$ cat src/rtl/mdio_hst_ctrl.sv
// MDIO host controller: configures the MAC after reset release, then issues queued MIIM commands.
// Optional build macro MDIO_HST_JUMBO_EN sets the Jumbo Enable bit in the RX/TX config words.
module mdio_hst_ctrl #(
    parameter int unsigned CMD_DEPTH  = 4,
    parameter int unsigned SETTLE_CYC = 8,
    parameter int unsigned TMO_W      = 16,
    parameter logic [4:0]  MDC_DIV    = 5'h09
) (
    input  logic        host_clk,
    input  logic        host_reset_n,
    input  logic        mac_rst,
    output logic [1:0]  host_opcode,
    output logic [9:0]  host_addr,
    output logic [31:0] host_wr_data,
    input  logic [31:0] host_rd_data,
    output logic        host_miim_sel,
    output logic        host_req,
    input  logic        host_miim_rdy,
    input  logic [31:0] acc_data,
    input  logic        acc_en,
    output logic        cmd_full,
    output logic [15:0] rd_data,
    output logic        rd_valid,
    output logic        send_irq,
    output logic        tmo_err,
    output logic        ovf_err
);

`ifdef MDIO_HST_JUMBO_EN
    localparam logic JUMBO = 1'b1;
`else
    localparam logic JUMBO = 1'b0;
`endif

    localparam logic [31:0] RX_WORD  = 32'h1E00_0000 | {1'b0, JUMBO, 30'b0};
    localparam logic [31:0] TX_WORD  = 32'h1100_0000 | {1'b0, JUMBO, 30'b0};
    localparam logic [31:0] MGT_WORD = {26'b0, 1'b1, MDC_DIV};

    localparam int unsigned AW = $clog2(CMD_DEPTH);
    localparam int unsigned SW = $clog2(SETTLE_CYC + 1);
    localparam logic [AW:0]      FULL_CNT    = (AW + 1)'(CMD_DEPTH);
    localparam logic [SW-1:0]    SETTLE_LAST = SW'(SETTLE_CYC - 1);
    localparam logic [TMO_W-1:0] TMO_LAST    = {{(TMO_W - 1){1'b1}}, 1'b0};

    typedef enum logic [3:0] {
        RST, WAIT_MAC, SETTLE, CFG_RX, GAP_RX, CFG_TX, GAP_TX,
        CFG_MGT, GAP_MGT, IDLE, ISSUE, WAIT_RDY
    } state_t;

    state_t state, next_state;

    logic            mac_meta, mac_s;
    logic [SW-1:0]   settle_cnt;
    logic [TMO_W-1:0] tmo_cnt;
    logic [27:0]     cmd_q;
    logic            cfg_done;

    logic [27:0]     mem [CMD_DEPTH];
    logic [AW-1:0]   wr_ptr, rd_ptr;
    logic [AW:0]     count;
    logic [27:0]     head;
    logic            full, empty, flush, push_ok, push_drop, pop;
    logic            done_ok, tmo_hit;

    logic unused_bits;
    assign unused_bits = ^{acc_data[31:28], host_rd_data[31:16]};

    always_ff @(posedge host_clk or negedge host_reset_n) begin
        if (!host_reset_n) begin
            mac_meta <= 1'b0;
            mac_s    <= 1'b0;
        end else begin
            mac_meta <= mac_rst;
            mac_s    <= mac_meta;
        end
    end

    assign full      = (count == FULL_CNT);
    assign empty     = (count == '0);
    assign cmd_full  = full;
    assign head      = mem[rd_ptr];
    assign flush     = (state != RST) && mac_s;
    assign push_ok   = acc_en && cfg_done && !full && !flush;
    assign push_drop = acc_en && cfg_done && full && !flush;

    always_ff @(posedge host_clk) begin
        if (push_ok) begin
            mem[wr_ptr] <= acc_data[27:0];
        end
    end

    always_ff @(posedge host_clk or negedge host_reset_n) begin
        if (!host_reset_n) begin
            wr_ptr <= '0;
            rd_ptr <= '0;
            count  <= '0;
        end else if (flush) begin
            wr_ptr <= '0;
            rd_ptr <= '0;
            count  <= '0;
        end else begin
            if (push_ok) wr_ptr <= wr_ptr + 1'b1;
            if (pop)     rd_ptr <= rd_ptr + 1'b1;
            case ({push_ok, pop})
                2'b10:   count <= count + 1'b1;
                2'b01:   count <= count - 1'b1;
                default: count <= count;
            endcase
        end
    end

    always_comb begin
        next_state    = state;
        host_opcode   = 2'b11;
        host_addr     = '0;
        host_wr_data  = '0;
        host_miim_sel = 1'b0;
        host_req      = 1'b0;
        pop           = 1'b0;
        done_ok       = 1'b0;
        tmo_hit       = 1'b0;
        case (state)
            RST:      next_state = WAIT_MAC;
            WAIT_MAC: if (!mac_s) next_state = SETTLE;
            SETTLE:   if (settle_cnt == SETTLE_LAST) next_state = CFG_RX;
            CFG_RX: begin
                host_opcode  = 2'b01;
                host_addr    = 10'h240;
                host_wr_data = RX_WORD;
                next_state   = GAP_RX;
            end
            GAP_RX:   next_state = CFG_TX;
            CFG_TX: begin
                host_opcode  = 2'b01;
                host_addr    = 10'h280;
                host_wr_data = TX_WORD;
                next_state   = GAP_TX;
            end
            GAP_TX:   next_state = CFG_MGT;
            CFG_MGT: begin
                host_opcode  = 2'b01;
                host_addr    = 10'h340;
                host_wr_data = MGT_WORD;
                next_state   = GAP_MGT;
            end
            GAP_MGT:  next_state = IDLE;
            IDLE: begin
                host_miim_sel = 1'b1;
                if (!empty && host_miim_rdy) next_state = ISSUE;
            end
            ISSUE: begin
                host_miim_sel = 1'b1;
                host_opcode   = head[27:26];
                host_addr     = head[25:16];
                host_wr_data  = {16'b0, head[15:0]};
                host_req      = 1'b1;
                pop           = 1'b1;
                next_state    = WAIT_RDY;
            end
            WAIT_RDY: begin
                host_miim_sel = 1'b1;
                host_opcode   = cmd_q[27:26];
                host_addr     = cmd_q[25:16];
                host_wr_data  = {16'b0, cmd_q[15:0]};
                if (host_miim_rdy) begin
                    done_ok    = 1'b1;
                    next_state = IDLE;
                end else if (tmo_cnt == TMO_LAST) begin
                    tmo_hit    = 1'b1;
                    next_state = IDLE;
                end
            end
            default:  next_state = RST;
        endcase
        // MAC reset overrides whatever the current state decided, including any pop/completion.
        if (flush) begin
            next_state    = WAIT_MAC;
            host_opcode   = 2'b11;
            host_addr     = '0;
            host_wr_data  = '0;
            host_miim_sel = 1'b0;
            host_req      = 1'b0;
            pop           = 1'b0;
            done_ok       = 1'b0;
            tmo_hit       = 1'b0;
        end
    end

    always_ff @(posedge host_clk or negedge host_reset_n) begin
        if (!host_reset_n) begin
            state      <= RST;
            settle_cnt <= '0;
            tmo_cnt    <= '0;
            cmd_q      <= '0;
            cfg_done   <= 1'b0;
            rd_data    <= '0;
            rd_valid   <= 1'b0;
            send_irq   <= 1'b0;
            tmo_err    <= 1'b0;
            ovf_err    <= 1'b0;
        end else begin
            state      <= next_state;
            settle_cnt <= (state == SETTLE && next_state == SETTLE) ? settle_cnt + 1'b1 : '0;
            tmo_cnt    <= (state == WAIT_RDY) ? tmo_cnt + 1'b1 : '0;
            if (pop) cmd_q <= head;
            if (state == GAP_MGT && next_state == IDLE) cfg_done <= 1'b1;
            rd_valid <= done_ok && cmd_q[27];
            send_irq <= done_ok || tmo_hit;
            if (done_ok && cmd_q[27]) rd_data <= host_rd_data[15:0];
            if (tmo_hit)   tmo_err <= 1'b1;
            if (push_drop) ovf_err <= 1'b1;
        end
    end

endmodule

$ cat config.mk
export PLATFORM = sky130hd
export DESIGN_NAME = mdio_hst_ctrl
export DESIGN_NICKNAME = d
export VERILOG_FILES = /design/src/rtl/mdio_hst_ctrl.sv
export SDC_FILE = /design/constraint.sdc
export NUM_CORES = 1
export LEC_CHECK = 0
export ABC_AREA = 1
export CORE_ASPECT_RATIO = 0.7
export CORE_UTILIZATION = 58
export CTS_CLUSTER_SIZE = 8
export DETAILED_ROUTE_END_ITERATION = 10
export GPL_ROUTABILITY_DRIVEN = 0
export GPL_TIMING_DRIVEN = 0
export PLACE_DENSITY = 0.87
export SLEW_MARGIN = 0
export SYNTH_ARGS = -nofsm -noshare
export SYNTH_HDL_FRONTEND = slang
export SYNTH_SLANG_ARGS = --single-unit
export TNS_END_PERCENT = 100
$ cat constraint.sdc
create_clock -name host_clk -period 4.1 [get_ports host_clk]
set_input_delay 0.615 -clock host_clk [delete_from_list [all_inputs] [get_ports host_clk]]
set_output_delay 0.615 -clock host_clk [all_outputs]
set_load 0.05 [all_outputs]
[After elaboration in Yosys (flattened, before gate mapping)]
Memories as Yosys holds them, arrays and structs flattened.
Cells that the tools add are included.
Word-level totals
  output and inout port bits: 67
  bits of input ports: 69
  register bits after elaboration: 82
  word-level logic and storage cells: 96
  RAM bits: 112
  memories: 1
Memories
  mem: words 4, bits a word 28, rd ports 1, clocked after Yosys merged registers in 0, wr ports 1, RTL line 58  | logic [27:0] mem [CMD_DEPTH];
Operators by class
  reduce and logical (&&, ||, !) cells: 22
  equal/unequal tests: 18
  muxes and demuxes: 34
  $add $sub $neg: 6
Operators with widths (number)
  $pmux 29 s5: 1
  $pmux 10 s5: 1
  $pmux 4 s12: 1
  $mux 32: 1
  $mux 4: 7
  $eq 4x3->1 const B: 5
  $eq 4x4->1 const B: 5
  $add 16x1->16 const B: 1
  $eq 16x16->1 const B: 1
  $mux 16: 1
  $mux 1: 13
  $eq 4x2->1 const B: 3
  $logic_and 1x1->1: 10
  $mux 10: 1
  $mux 2: 5
  $pmux 2 s3: 1
  $pmux 3 s2: 1
  $reduce_or 3->1: 2
  $add 2x1->2 const B: 2
  $add 4x1->4 const B: 1
  $eq 4x1->1 const B: 1
  $logic_not 4->1: 1
  $reduce_bool 2->1: 2
  $reduce_bool 4->1: 1
  other kinds (10): 12

[Longest topological paths before layout]
  depth after elaboration: 9
  gate-level depth with buffers: 16
  depth with buffers taken out: 15

[Worst setup path after synthesis]
OpenSTA, ideal clock, no wires.
  path type: register -> register
  start point: register state[3]
  end point: memory mem[0][0] (enable)
  data arrival time: 2.184 ns
  library setup time: 0.413 ns
  required time: 3.687 ns
  buffers on the path: 0
  period minus slack after synthesis: 2.597 ns
  setup slack: 1.503 ns
  cell stages (with the launch flop): 6
  cells stage by stage: dfrtp_1 -> nor2_4 -> nand2_2 -> nand2_4 -> nand3_1 -> nor2_1
On the way
  word-level cells in the longest chain between the ends: 6
RTL lines
  start, declared: RTL line 50  | state_t state, next_state;
  start signal, assigned: RTL line 202  | state <= next_state;
  $reduce_bool 4->1: RTL line 82  | assign flush = (state != RST) && mac_s;
  $logic_and 1x1->1: RTL line 82
  $logic_not 1->1: RTL line 83  | assign push_ok = acc_en && cfg_done && !full && !flush;
  $logic_and 1x1->1: RTL line 83
  $mux 1: RTL line 87  | if (push_ok) begin
  $mux 1 (not written as such): RTL line 88  | mem[wr_ptr] <= acc_data[27:0];
  end, declared: RTL line 58
No other way between the ends.

[Final worst setup path]
  start point: register rd_ptr[0]
  end point: output host_addr[1]
On the way
  word-level cells in the longest chain between the ends: 3
RTL lines
  start, declared: RTL line 59  | logic [AW-1:0] wr_ptr, rd_ptr;
  start signal, assigned: RTL line 103  | if (pop) rd_ptr <= rd_ptr + 1'b1;
  $mem_v2 4x28
  $pmux 10 s5: RTL line 122  | case (state)
  $mux 10: RTL line 176  | if (flush) begin
  end, declared: RTL line 13  | output logic [9:0] host_addr,
No other way between the ends.

==> impl_results.md <==
- Leakage: 0.00437 uW
- Area of the core: 14100 um2
- Initial antenna violation count: 0
- Ranking of synthesized cells by area: edfxtp_1 (40%), dfrtp_1 (24%), nand2_1 (11%)
- Overflow left after global routing: 0
- Max-slew violations: 0
- DRC: 0
- Crit path max fanout: 10
- DRT iter0 DRCs: 644
- Buffers from clock root to sink, at most: 2
- Detailed placer's ending HPWL: 13500 um
- Max cap viols: 0
- 1st-pass router iterations: 7
- Largest family of logic cells by synthesized area: simple AND/OR/NAND/NOR gates
- Row cnt: 36
- Worst slack, placed: 0.907 ns
- Xor and xnor fraction of the mapped netlist area: 0.931%
- Setup slack, reg-to-reg: 1.55 ns
- CTS tree: yes
- Leading area contributor after synthesis: edfxtp_1
- Final critical-path share of the clock period: 91.1%
- # setup viols final: 0
- Hold Crit Class: in -> async
- Diode count: 0
- Worst-path clk slew: 0.07 ns
- Final WS setup: 0.365 ns
- Vias per inst: 5.57
- Number of global-route vias before repair: 6305
- GRT Total Usage: 28.4%
- Fraction of registers with async set/reset: 42.3%
- Wire per inst: 17.1 um
- Worst path bufs/invs: 3
- Post-synthesis mux area share: 0%
- Worst slew pin tran: 0.994 ns
- Placed Instances: 1153
- Design Area, Final: 10500 um2
- Top cell type's share of synthesized area: 39.7%
- Tot Pwr: 4870 uW
- Post-CTS Resized: 0
- Global-route wire length before repair: 32100 um
- Total Nets Final: 1059
- Peak supply drop: 341 uV
- Worst slew margin: 33.6%
- Critical R2R Capture: mem[1][27]
- Sequential-to-total area share from yosys stat: 64.0%
- Worst reg-to-reg path cell count: 5
- Post-Synthesis Cells: 847
- Adder-cell share of the synthesized area: 1.27%
- TNS Setup: 0 ns
- Vias: 6603
- Compound-Gate Fraction of Synth Area: 9.11%
- Crit-path cells: buf_2 > clkbuf_1 > nor2_1 > o22ai_1 > nand2_1 > a21oi_1 > clkdlybuf4s50_1
- Yosys warning total: 0
- Ys flop type: edfxtp_1
- Number of post-CTS setup repair buffers: 0
- Syn_area_per_cell: 9.99 um2
- Slowest CP cell: clkdlybuf4s50_1
- Crit path capture type: output pin
- Post-place instance area: 9860 um2
- Origin of the worst setup path: rd_ptr[0]
- Port bufs: 104
- RSZ-0062 raised after global routing: false
- Filler Cell Count: 913
- Post-route ant nets: 0
- Yosys cell types: 36
- Setup Skew: 0.0118 ns
- Chip Height: 103 um
- Post-route insts no fill: 1185
- Clk_lat worst skew: 0.43 ns
- Peak per-stage delay on the critical path: 0.86 ns
- Crit path depth: 7
- Die area: 15100 um2
- Starting density of the core: 60.0%
- CTS Root Cell: clkbuf_16
- Max H-tree Level: 4
- Area Growth Syn to Fin: 23.6%
- Post-synth EDFFs: 112
- Mapped Area: 8460 um2
- Pin count of the biggest net entering global routing: 50
- TritonCTS Sinks: 194
- PD cells: 466 nW/um2
- Post-cts hold buffer count: 0
- Crit path kind: reg -> out
- CP Launch Type: flop
- Top delay family on crit path: buffers and inverters
- TritonCTS buffer count: 17
- Routed WL: 20300 um
- Setup crit end: host_addr[1]
- Synthesis-stage register bit count: 194
- Share of cells above drive strength 1: 9.05%
- WP data arrival: 3.12 ns
- RR Startpoint: state[3]
- Min Clock Period, post-route: 3.73 ns
- Max Clk Rate: 268 MHz
- I/O pin cnt: 136
- Required @ worst endpoint: 3.48 ns
- Status: completed
- Die Wd: 146 um
- Final hold vios: 0
- Simple-Gate Fraction of Synth Area: 19.2%
[state kept, by name (all words and copies together) (netlist names), 2 cells and up]
register	flops
rd_ptr	2
settle_cnt	4
tmo_cnt	16
wr_ptr	2
cmd_q	28
rd_data	16
state	4
mem	112
count	3
[layout make-up]
cell class / instances / area, um2 / share of cell area [%]
clock buffer: 18 / 429 / 4.10
sequential: 194 / 5420 / 51.8
buffer: 51 / 284 / 2.72
timing repair buffer: 106 / 1090 / 10.5
inverter: 48 / 180 / 1.72
multi-input combinational: 564 / 2650 / 25.3
tap: 190 / 238 / 2.27
clock inverter: 14 / 169 / 1.61
[metrics by stage]
step | utilization [%] | hold slack [ns]
2_1_floorplan | - | 0.319
3_3_place_gp | 69.4 | 0.333
3_5_place_dp | 70.0 | 0.338
4_1_cts | 74.2 | 0.159
5_1_grt | 74.2 | 0.180
6_report | 74.2 | 0.154
[power breakdown]
group	switching (uW)	internal, uW
combinational	639	302
clock	780	870
sequential	81.7	2200
[cells in the final DEF (no fill, tap or decap), drive strengths merged, types with 11 or more instances in the layout]
cell,Yosys,routed
inv,47,53
buf,35,38
clkdlybuf4s50,0,103
nor2,101,101
a21oi,27,27
o22ai,21,21
nand2,254,254
edfxtp,112,112
o21ai,84,84
conb,1,11
nand3,24,24
dfrtp,82,82
clkbuf,16,34
[how the worst min path moves through the flow]
stage | depth (start not counted) | from | endpoint | slack, ns
3_5_place_dp | 0 | mac_meta | mac_s | 0.34
5_1_grt | 1 | host_reset_n | mac_s | 0.18
2_1_floorplan | 0 | host_reset_n | cfg_done | 0.32
4_1_cts | 1 | host_reset_n | mac_s | 0.16
3_3_place_gp | 0 | mac_meta | mac_s | 0.33
6_report | 1 | host_reset_n | mac_s | 0.15
[Yosys cell counts, types with 7 or more instances]
cell type    n
a21oi_1     27
a31oi_1      7
buf_2       16
buf_4       17
clkbuf_1    15
dfrtp_1     82
edfxtp_1   112
ha_1         7
inv_1       43
nand2_1    251
nand3_1     23
nor2_1      95
nor3_1       7
o21ai_0     76
o21ai_1      8
o22ai_1     21
[worst register-to-register path: cells and delay by family (launching register included)]
kind / cells / cell delay, ns
and+or+nand+nor: 5 / 1.68
DFF: 1 / 0.48
[cells by family after synthesis]
logic type | after synthesis
and+or+nand+nor | 392
DFF | 194
AOI/OAI and AO/OA | 144
buffers and inverters | 99
xor gates and xnor gates | 9
adders and majority gates | 8
other | 1
[metal layers]
metal	global-route usage [%]	part of all wire, %	vias up
met5	0	0	-
met3	5.71	11	29
met1	39.2	41	3102
met2	45.5	47	406
li1	-	-	3066
met4	10.3	1.5	0
Power figures use the tool's default switching activity.
